## src/rtl/cpu_sequencer_if.sv

```systemverilog
// rtl/cpu_sequencer_if.sv - control/handshake bundle between cpu_sequencer and the accumulator datapath
//
// Signals (direction as seen by the sequencer, modport master):
//   in : start, halt, opr[3:0], zero, mem_ready
//   out: mem_rd, mem_wr, addr_sel, ir_ld, pc_inc, pc_ld, acc_ld, alu_src,
//        alu_cont[2:0], busy, halted, illegal, bus_err
// modport slave is the datapath/memory side (directions reversed).
interface cpu_sequencer_if;
    logic       start;
    logic       halt;
    logic [3:0] opr;
    logic       zero;
    logic       mem_ready;
    logic       mem_rd;
    logic       mem_wr;
    logic       addr_sel;
    logic       ir_ld;
    logic       pc_inc;
    logic       pc_ld;
    logic       acc_ld;
    logic       alu_src;
    logic [2:0] alu_cont;
    logic       busy;
    logic       halted;
    logic       illegal;
    logic       bus_err;

    modport master (
        input  start, halt, opr, zero, mem_ready,
        output mem_rd, mem_wr, addr_sel, ir_ld, pc_inc, pc_ld, acc_ld, alu_src,
               alu_cont, busy, halted, illegal, bus_err
    );

    modport slave (
        output start, halt, opr, zero, mem_ready,
        input  mem_rd, mem_wr, addr_sel, ir_ld, pc_inc, pc_ld, acc_ld, alu_src,
               alu_cont, busy, halted, illegal, bus_err
    );
endinterface

```

## src/rtl/cpu_sequencer.sv

```systemverilog
// rtl/cpu_sequencer.sv - fetch/decode/execute sequencer for the accumulator CPU
//
// Ports:
//   clk  - clock, rising edge
//   rst  - asynchronous active-high reset (returns to IDLE, clears sticky errors)
//   bus  - cpu_sequencer_if.master: start/halt/opr/zero/mem_ready in,
//          memory requests, datapath strobes, ALU control and status out
// Parameters:
//   MEM_TIMEOUT - max wait cycles for mem_ready per access (0 disables)
//   CNT_W       - wait counter width, must hold MEM_TIMEOUT
// Optional feature macro: SEQ_JZ_EN adds opcode 0100 JZ (PC load when zero=1);
// without it 0100 traps as illegal.
module cpu_sequencer #(
    parameter int MEM_TIMEOUT = 15,
    parameter int CNT_W       = 4
) (
    input  logic            clk,
    input  logic            rst,
    cpu_sequencer_if.master bus
);
    typedef enum logic [2:0] {
        S_IDLE, S_FETCH, S_DECODE, S_MEM_RD, S_MEM_WR, S_EXEC, S_HALT
    } state_t;

    localparam logic [3:0] OP_LDA  = 4'b0000;
    localparam logic [3:0] OP_STA  = 4'b0001;
    localparam logic [3:0] OP_ADD  = 4'b0010;
    localparam logic [3:0] OP_SUB  = 4'b0011;
    localparam logic [3:0] OP_JZ   = 4'b0100;
    localparam logic [3:0] OP_JMP  = 4'b0110;
    localparam logic [3:0] OP_NOP  = 4'b0111;
    localparam logic [3:0] OP_ANDI = 4'b1000;
    localparam logic [3:0] OP_ADDI = 4'b1001;
    localparam logic [3:0] OP_SUBI = 4'b1010;
    localparam logic [3:0] OP_HLT  = 4'b1111;

    localparam logic [2:0] ALU_ADD  = 3'b000;
    localparam logic [2:0] ALU_SUB  = 3'b001;
    localparam logic [2:0] ALU_AND  = 3'b011;
    localparam logic [2:0] ALU_PASS = 3'b100;

    localparam bit TIMEOUT_EN = (MEM_TIMEOUT != 0);
    // Counter value seen on the last permitted wait cycle of an access.
    localparam logic [CNT_W-1:0] WAIT_LAST = TIMEOUT_EN ? CNT_W'(MEM_TIMEOUT - 1) : '0;

    state_t           state;
    logic [CNT_W-1:0] wait_cnt;
    logic             illegal_q;
    logic             bus_err_q;
    logic [2:0]       alu_op;
    logic             timeout_hit;
    state_t           boundary_next;

`ifndef SEQ_JZ_EN
    logic unused_zero;
    assign unused_zero = bus.zero;
`endif

    always_comb begin
        alu_op = ALU_ADD;
        case (bus.opr)
            OP_LDA:           alu_op = ALU_PASS;
            OP_ADD, OP_ADDI:  alu_op = ALU_ADD;
            OP_SUB, OP_SUBI:  alu_op = ALU_SUB;
            OP_ANDI:          alu_op = ALU_AND;
            default:          alu_op = ALU_ADD;
        endcase
    end

    // A ready on the limit cycle wins over the timeout.
    assign timeout_hit   = TIMEOUT_EN && !bus.mem_ready && (wait_cnt == WAIT_LAST);
    assign boundary_next = bus.halt ? S_HALT : S_FETCH;

    always_ff @(posedge clk or posedge rst) begin
        if (rst) begin
            state     <= S_IDLE;
            wait_cnt  <= '0;
            illegal_q <= 1'b0;
            bus_err_q <= 1'b0;
        end else begin
            // Only a waiting access keeps counting; any other cycle leaves it
            // cleared, so each access state is entered with a zero count.
            wait_cnt <= '0;
            case (state)
                S_IDLE: if (bus.start) state <= S_FETCH;
                S_FETCH, S_MEM_RD, S_MEM_WR: begin
                    if (bus.mem_ready) begin
                        state <= (state == S_FETCH) ? S_DECODE : boundary_next;
                    end else if (timeout_hit) begin
                        state     <= S_HALT;
                        bus_err_q <= 1'b1;
                    end else if (TIMEOUT_EN) begin
                        wait_cnt <= wait_cnt + 1'b1;
                    end
                end
                S_DECODE: begin
                    case (bus.opr)
                        OP_LDA, OP_ADD, OP_SUB:    state <= S_MEM_RD;
                        OP_STA:                    state <= S_MEM_WR;
                        OP_ANDI, OP_ADDI, OP_SUBI: state <= S_EXEC;
                        OP_JMP, OP_NOP:            state <= boundary_next;
`ifdef SEQ_JZ_EN
                        OP_JZ:                     state <= boundary_next;
`endif
                        OP_HLT:                    state <= S_HALT;
                        default: begin
                            state     <= S_HALT;
                            illegal_q <= 1'b1;
                        end
                    endcase
                end
                S_EXEC: state <= boundary_next;
                S_HALT: begin
                    if (bus.start && !bus.halt && !illegal_q && !bus_err_q)
                        state <= S_FETCH;
                end
                default: state <= S_IDLE;
            endcase
        end
    end

    // Strobes are decoded from the current state so that an asynchronous
    // reset drops every request immediately.
    always_comb begin
        bus.mem_rd   = 1'b0;
        bus.mem_wr   = 1'b0;
        bus.addr_sel = 1'b0;
        bus.ir_ld    = 1'b0;
        bus.pc_inc   = 1'b0;
        bus.pc_ld    = 1'b0;
        bus.acc_ld   = 1'b0;
        bus.alu_src  = 1'b0;
        bus.alu_cont = ALU_ADD;
        case (state)
            S_FETCH: begin
                bus.mem_rd = 1'b1;
                bus.ir_ld  = bus.mem_ready;
                bus.pc_inc = bus.mem_ready;
            end
            S_DECODE: begin
                bus.alu_cont = alu_op;
                bus.pc_ld    = (bus.opr == OP_JMP);
`ifdef SEQ_JZ_EN
                if (bus.opr == OP_JZ) bus.pc_ld = bus.zero;
`endif
            end
            S_MEM_RD: begin
                bus.mem_rd   = 1'b1;
                bus.addr_sel = 1'b1;
                bus.alu_cont = alu_op;
                bus.acc_ld   = bus.mem_ready;
            end
            S_MEM_WR: begin
                bus.mem_wr   = 1'b1;
                bus.addr_sel = 1'b1;
            end
            S_EXEC: begin
                bus.alu_src  = 1'b1;
                bus.acc_ld   = 1'b1;
                bus.alu_cont = alu_op;
            end
            default: ;
        endcase
    end

    assign bus.busy    = (state != S_IDLE) && (state != S_HALT);
    assign bus.halted  = (state == S_HALT);
    assign bus.illegal = illegal_q;
    assign bus.bus_err = bus_err_q;
endmodule

```

## src/flat_wrapper.sv

```systemverilog
// flat-port wrapper written by rule: the top's interface ports become plain ports
module cpu_sequencer_flat 
#(
    parameter int MEM_TIMEOUT = 15,
    parameter int CNT_W       = 4
)
  (clk, rst, bus_start, bus_halt, bus_opr, bus_zero, bus_mem_ready, bus_mem_rd, bus_mem_wr, bus_addr_sel, bus_ir_ld, bus_pc_inc, bus_pc_ld, bus_acc_ld, bus_alu_src, bus_alu_cont, bus_busy, bus_halted, bus_illegal, bus_bus_err);
  cpu_sequencer_if bus_i ();
  input  logic clk;
  input  logic rst;
  input wire logic [$bits(bus_i.start)-1:0] bus_start;
  input wire logic [$bits(bus_i.halt)-1:0] bus_halt;
  input wire logic [$bits(bus_i.opr)-1:0] bus_opr;
  input wire logic [$bits(bus_i.zero)-1:0] bus_zero;
  input wire logic [$bits(bus_i.mem_ready)-1:0] bus_mem_ready;
  output wire logic [$bits(bus_i.mem_rd)-1:0] bus_mem_rd;
  output wire logic [$bits(bus_i.mem_wr)-1:0] bus_mem_wr;
  output wire logic [$bits(bus_i.addr_sel)-1:0] bus_addr_sel;
  output wire logic [$bits(bus_i.ir_ld)-1:0] bus_ir_ld;
  output wire logic [$bits(bus_i.pc_inc)-1:0] bus_pc_inc;
  output wire logic [$bits(bus_i.pc_ld)-1:0] bus_pc_ld;
  output wire logic [$bits(bus_i.acc_ld)-1:0] bus_acc_ld;
  output wire logic [$bits(bus_i.alu_src)-1:0] bus_alu_src;
  output wire logic [$bits(bus_i.alu_cont)-1:0] bus_alu_cont;
  output wire logic [$bits(bus_i.busy)-1:0] bus_busy;
  output wire logic [$bits(bus_i.halted)-1:0] bus_halted;
  output wire logic [$bits(bus_i.illegal)-1:0] bus_illegal;
  output wire logic [$bits(bus_i.bus_err)-1:0] bus_bus_err;
  assign bus_i.start = bus_start;
  assign bus_i.halt = bus_halt;
  assign bus_i.opr = bus_opr;
  assign bus_i.zero = bus_zero;
  assign bus_i.mem_ready = bus_mem_ready;
  assign bus_mem_rd = bus_i.mem_rd;
  assign bus_mem_wr = bus_i.mem_wr;
  assign bus_addr_sel = bus_i.addr_sel;
  assign bus_ir_ld = bus_i.ir_ld;
  assign bus_pc_inc = bus_i.pc_inc;
  assign bus_pc_ld = bus_i.pc_ld;
  assign bus_acc_ld = bus_i.acc_ld;
  assign bus_alu_src = bus_i.alu_src;
  assign bus_alu_cont = bus_i.alu_cont;
  assign bus_busy = bus_i.busy;
  assign bus_halted = bus_i.halted;
  assign bus_illegal = bus_i.illegal;
  assign bus_bus_err = bus_i.bus_err;
  cpu_sequencer #(.MEM_TIMEOUT(MEM_TIMEOUT), .CNT_W(CNT_W)) u_core (.clk(clk), .rst(rst), .bus(bus_i));
endmodule
```

## config.mk

```make
export PLATFORM = sky130hd
export DESIGN_NAME = cpu_sequencer_flat
export DESIGN_NICKNAME = d
export VERILOG_FILES = /design/src/rtl/cpu_sequencer_if.sv /design/src/rtl/cpu_sequencer.sv /design/src/flat_wrapper.sv
export SDC_FILE = /design/constraint.sdc
export NUM_CORES = 1
export LEC_CHECK = 0
export CAP_MARGIN = 20
export CORE_ASPECT_RATIO = 0.8
export CORE_MARGIN = 1.5
export CORE_UTILIZATION = 49
export DETAILED_ROUTE_END_ITERATION = 8
export GPL_TIMING_DRIVEN = 0
export PLACE_DENSITY = 0.84
export SYNTH_ARGS = -nofsm -noshare
export SYNTH_HDL_FRONTEND = slang
export SYNTH_SLANG_ARGS = --single-unit
```

## constraint.sdc

```tcl
create_clock -name clk -period 4.3 [get_ports clk]
set_clock_uncertainty 0.1 [all_clocks]
set_input_delay 0.86 -clock clk [delete_from_list [all_inputs] [get_ports clk]]
set_output_delay 0.86 -clock clk [all_outputs]
set_load 0.03 [all_outputs]
```

Word level (Yosys, flattened, before mapping)

Index checks and enable logic that the tools add are counted.

Register bits: 9
Word-level logic and storage cells: 71

$add $sub $neg: 1
Equal/unequal tests: 20
Mux-type cells: 20
Bitwise logic cells: 2
Reduce and logical (&&, ||, !) cells: 24

Operator list:

| kind                                                                  | count |
|---|---|
| 3-bit 2-to-1 mux                                                      | 7 |
| 4-bit equality test, second input constant                            | 5 |
| 3-bit case mux with 5 select lines                                    | 1 |
| 4-bit 2-to-1 mux                                                      | 3 |
| 3-bit case mux with 4 select lines                                    | 1 |
| 3-bit OR reduction                                                    | 4 |
| 10-bit OR reduction                                                   | 1 |
| 3-bit equality test, second input constant                            | 3 |
| 3-bit case mux with 3 select lines                                    | 1 |
| 4-bit by 2-bit equality test with 1-bit output, second input constant | 2 |
| 4-bit by 3-bit equality test with 1-bit output, second input constant | 2 |
| 2-bit OR reduction                                                    | 4 |
| 3-bit by 2-bit equality test with 1-bit output, second input constant | 2 |
| 1-bit 2-to-1 mux                                                      | 6 |
| 3-bit AND reduction                                                   | 2 |
| 1-bit logical AND                                                     | 5 |
| 4-bit by 1-bit adder with 4-bit output, second input constant         | 1 |
| 4-bit by 1-bit equality test with 1-bit output, second input constant | 1 |
| 1-bit zero test                                                       | 4 |
| 4-bit zero test                                                       | 1 |
| 3-bit by 1-bit equality test with 1-bit output, second input constant | 1 |
| 3-bit zero test                                                       | 1 |
| 3-bit by 2-bit != test with 1-bit output, second input constant       | 1 |
| 3-bit != test, second input constant                                  | 1 |
| 6 further kinds                                                       | 7 |

Longest topological paths before layout

Word-level depth: 6
Mapped depth: 7
Gate-level depth less buffers: 7

Worst setup path after synthesis

OpenSTA, ideal clock, no wires.

Kind: input port to output port
From: in bus_mem_ready
To: out bus_pc_inc
Data arrival time: 2.190 ns
Slack: 1.150 ns
Stages: 3
Buffers on the path: 1
Cell sequence: inv_1 > nor4_1 > buf_4

Cells in the longest elaborated chain, start to end: 1

RTL lines:

| item             | RTL line           | text |
|---|---|---|
| start, declared  | flat_wrapper.sv:15 | `input wire logic [$bits(bus_i.mem_ready)-1:0] bus_mem_ready;` |
| 1-bit 2-to-1 mux | -                  |  |
| end, declared    | flat_wrapper.sv:20 | `output wire logic [$bits(bus_i.pc_inc)-1:0] bus_pc_inc;` |

Every way passes these cells.

Final worst setup path

From: in bus_opr[1]
To: out bus_pc_ld

Cells in the longest elaborated chain, start to end: 2

RTL lines:

| item                                           | RTL line             | text |
|---|---|---|
| start, declared                                | flat_wrapper.sv:13   | `input wire logic [$bits(bus_i.opr)-1:0] bus_opr;` |
| 4-bit by 3-bit equality test with 1-bit output | cpu_sequencer.sv:142 | `bus.pc_ld = (bus.opr == OP_JMP);` |
| 1-bit 2-to-1 mux                               | cpu_sequencer.sv:134 | `case (state)` |
| end, declared                                  | flat_wrapper.sv:21   | `output wire logic [$bits(bus_i.pc_ld)-1:0] bus_pc_ld;` |

Every way passes these cells.

==> metrics.md <==
| Metric | Value |
|---|---|
| Post-synth top area share | `28.1%` |
| Async S/R FF share, synth | `100%` |
| Synthesized flop and latch total | `9` |
| Register share of total power | `between 20% and 30%` |
| Final weighted congestion of routability-driven global placement | `approximately 0.77` |
| Clock tree from TritonCTS | `yes` |
| DIE HEIGHT | `39.2 µm` |
| Number of instances in the synthesized netlist | `between 90 and 100` |
| Area growth from synthesis to layout | `32.8%` |
| Number of flops mapped to enable cells by yosys | `0` |
| Highest achievable clock rate | `0.270 GHz` |
| Clk pin slew, worst setup/hold paths | `0.06 ns` |
| Buffer depth of the longest clock path | `2` |
| Count of boundary I/O pins | `25` |
| Minimum clock period | `approximately 3.7 ns` |
| Width of the die | `~48 µm` |
| Vias in the first global route | `roughly 620` |
| Kind of capture point of the worst setup path | `primary output` |
| Worst ir drop on vdd | `0.000493 V` |
| Worst slack at placement | `0.601 ns` |
| Setup slack of the critical path after layout | `0.595 ns` |
| Gr usage total | `22.1%` |
| Hold-critical path depth | `1` |
| Seq/Total Area, Yosys | `28.1%` |
| Number of vias per cell after detailed routing | `about 5.6` |
| Initial Util | `between 50% and 60%` |
| Crit share post-route | `86.2%` |
| Synthesized net count | `110` |
| Area of the die | `0.00189 mm²` |
| Average routed wire per standard cell | `12.9 µm` |
| Final Max Tran Viols | `0` |
| FF-to-FF setup slack | `2.74 ns` |
| Final setup TNS | `0 ns` |
| Worst setup path class | `in -> out` |
| Critical R2R Launch | `u_core.wait_cnt[0]$_DFF_PP0_` |
| First DRT Iteration DRCs | `47` |
| Commonest register cell after synthesis | `sky130_fd_sc_hd__dfrtp_1` |
| Diode count | `0` |
| PostCTS Resize Cnt | `0` |
| Count of cells along the worst register-to-register path | `6` |
| Clock buffers created by TritonCTS | `3` |
| Highest-count cells in the layout ignoring fill and taps | `sky130_fd_sc_hd__clkdlybuf4s50_1, sky130_fd_sc_hd__nand2_1, sky130_fd_sc_hd__nor2_1, sky130_fd_sc_hd__dfrtp_1` |
| Power consumption | `639 µW` |
| Post-synth top area cell | `sky130_fd_sc_hd__dfrtp_1` |
| Top area cells in the synthesized netlist | `sky130_fd_sc_hd__dfrtp_1, sky130_fd_sc_hd__nand2_1, sky130_fd_sc_hd__nor2_1` |
| Clk_lat worst skew | `0.26 ns` |
| Floorplan row count | `12` |
| Post-CTS Setup Inserts | `0` |
| Min-Delay Startpoint | `u_core.wait_cnt[0]$_DFF_PP0_` |
| Required time of the critical path | `3.34 ns` |
| Leakage component of the power | `around 0.45 nW` |
| Post-DP Area | `0.00104 mm²` |
| Routed Antenna Nets | `0` |
| Port Buffers | `21` |
| Number of nets in the layout | `136` |
| First-pass GRT wire length | `approximately 2.8 mm` |
| Combinational fraction of design power | `a little under 70%` |
| Summed area of non-filler cells in the final layout | `0.00106 mm²` |
| Final number of hold-violating endpoints | `0` |
| DRC violation count after routing | `0` |
| Hold Path End | `u_core.wait_cnt[0]$_DFF_PP0_` |
| CORE AREA | `between 0.001 and 0.0015 mm²` |
| Switching power of the nets | `between 300 and 400 µW` |
| Syn avg cell area | `8.18 µm²` |
| Htree depth | `1` |
| Most frequent standard cell in the layout excluding fill and tap cells | `sky130_fd_sc_hd__clkdlybuf4s50_1` |
| Worst setup SP type | `primary input` |
| Total number of vias | `800` |
| Detailed-placement wirelength estimate | `~1.5 mm` |
| Power density relative to cell area | `600 mW/mm²` |
| Reg2Reg Capture Point | `u_core.state[2]$_DFFE_PP0P_` |
| Number of distinct standard cells referenced by the synthesized netlist | `44` |
| Total congestion overflow after global routing | `0` |
| Hold slack | `0.387 ns` |
| Detailed Route WL | `1.86 mm` |
| Synth Warn # | `0` |
| Length of the first detailed-routing pass in iterations | `4` |
| Slew at the pin closest to its max-slew limit | `~0.41 ns` |
| Outcome | `finished, final reports clean` |
| Setup repair after global routing missed its margin | `false` |
| Maximum number of pins on one net before global-route repair | `11` |
| Clock Sink Count | `9` |
| Final setup vio count | `0` |
| Data arrival at the endpoint of the critical path | `2.74 ns` |
| Relative contribution of the clock network to total power | `10.1%` |
| Initial antenna violation count | `0` |
| Cell chosen for the clock root | `sky130_fd_sc_hd__clkbuf_4` |
| Cell internal pwr | `325 µW` |
| Class of the tightest hold or removal check | `reg -> reg` |
| Maximum fanout count along the critical path | `7` |
| Max-slew headroom at the worst pin | `72.4%` |
| Sw frac | `49.1%` |
| Ratio of cells with drive above 1 in the final layout | `13.8%` |
| Number of buffers added to fix hold violations after cts | `0` |
| Maximum capacitance violations | `0` |
| Area of the mapped netlist | `802 µm²` |
==> through the flow <==
stage / instances / util (%)
finish: 144 / 73.1
global route: 144 / 73.1
CTS: 144 / 73.1
detailed placement: 140 / 71.3
global placement: 140 / 71.3
floorplan: 98 / -
==> registers in the layout, indices dropped and copies added, names as in the netlist <==
| signal | cells |
|---|---|
| u_core.wait_cnt | 4 |
| u_core.state | 3 |
| u_core.bus.bus_err | 1 |
| u_core.bus.illegal | 1 |
==> logic make-up after synthesis <==
family                     Yosys count  share of synthesized area [%]
and+or+nand+nor                     43                           32.6
adders and majority gates            2                           3.12
buffers and inverters               12                           7.49
muxes                                1                           1.25
xor gates and xnor gates             2                           2.18
AOI/OAI and AO/OA                   29                           25.3
DFF                                  9                           28.1
==> layer usage <==
metal | vias to the layer above | part of all wire, % | GRT usage (%)
met5 | - | 0 | 0
met1 | 363 | 52 | 33.8
met3 | 0 | 6.6 | 8.88
met2 | 31 | 41 | 27.3
met4 | 0 | 0 | 6.08
li1 | 406 | - | -
==> cells in the mapped netlist (all sizes together) (2+ instances only) <==
library cell / count
nand2b: 3
buf: 5
o31ai: 2
and3: 2
a31oi: 3
o21ai: 8
nor2: 9
nor2b: 4
nand3: 4
a21oi: 5
o22ai: 2
nand2: 11
nor4: 3
inv: 6
dfrtp: 9
ha: 2
nor4b: 2
==> how the worst max path moves through the flow <==
stage,startpoint,end,slack (ns)
detailed placement,bus_opr[1],bus_pc_ld,0.60
global route,bus_opr[1],bus_pc_ld,0.52
CTS,bus_opr[1],bus_pc_ld,0.60
floorplan,bus_mem_ready,bus_pc_inc,1.15
finish,bus_opr[1],bus_pc_ld,0.60
global placement,bus_opr[1],bus_pc_ld,0.64
==> power groups by stage <==
stage               combinational, mW  clock, mW  sequential, mW
floorplan                       0.308          0           0.130
global placement                0.432          0           0.133
detailed placement              0.438          0           0.132
CTS                             0.440     0.0678           0.132
global route                    0.476     0.0723           0.136
finish                          0.441     0.0645           0.133
==> worst max-delay path: stages <==
cell and delay (ns):
sky130_fd_sc_hd__clkdlybuf4s50_1 0.62, sky130_fd_sc_hd__nor2b_4 0.22, sky130_fd_sc_hd__nand2_1 0.09, sky130_fd_sc_hd__nor4_1 0.24, sky130_fd_sc_hd__clkdlybuf4s50_1 0.71
==> layout make-up <==
type                    count  area [µm²]
clock buffers               4        26.3
repair buffers             21         210
flip-flops and latches      9         225
inverters                   6        22.5
fillers                   116         392
plain buffers               6        37.5
multi-input cells          77         517
well taps                  21        26.3
Power figures use the tool's default switching activity.
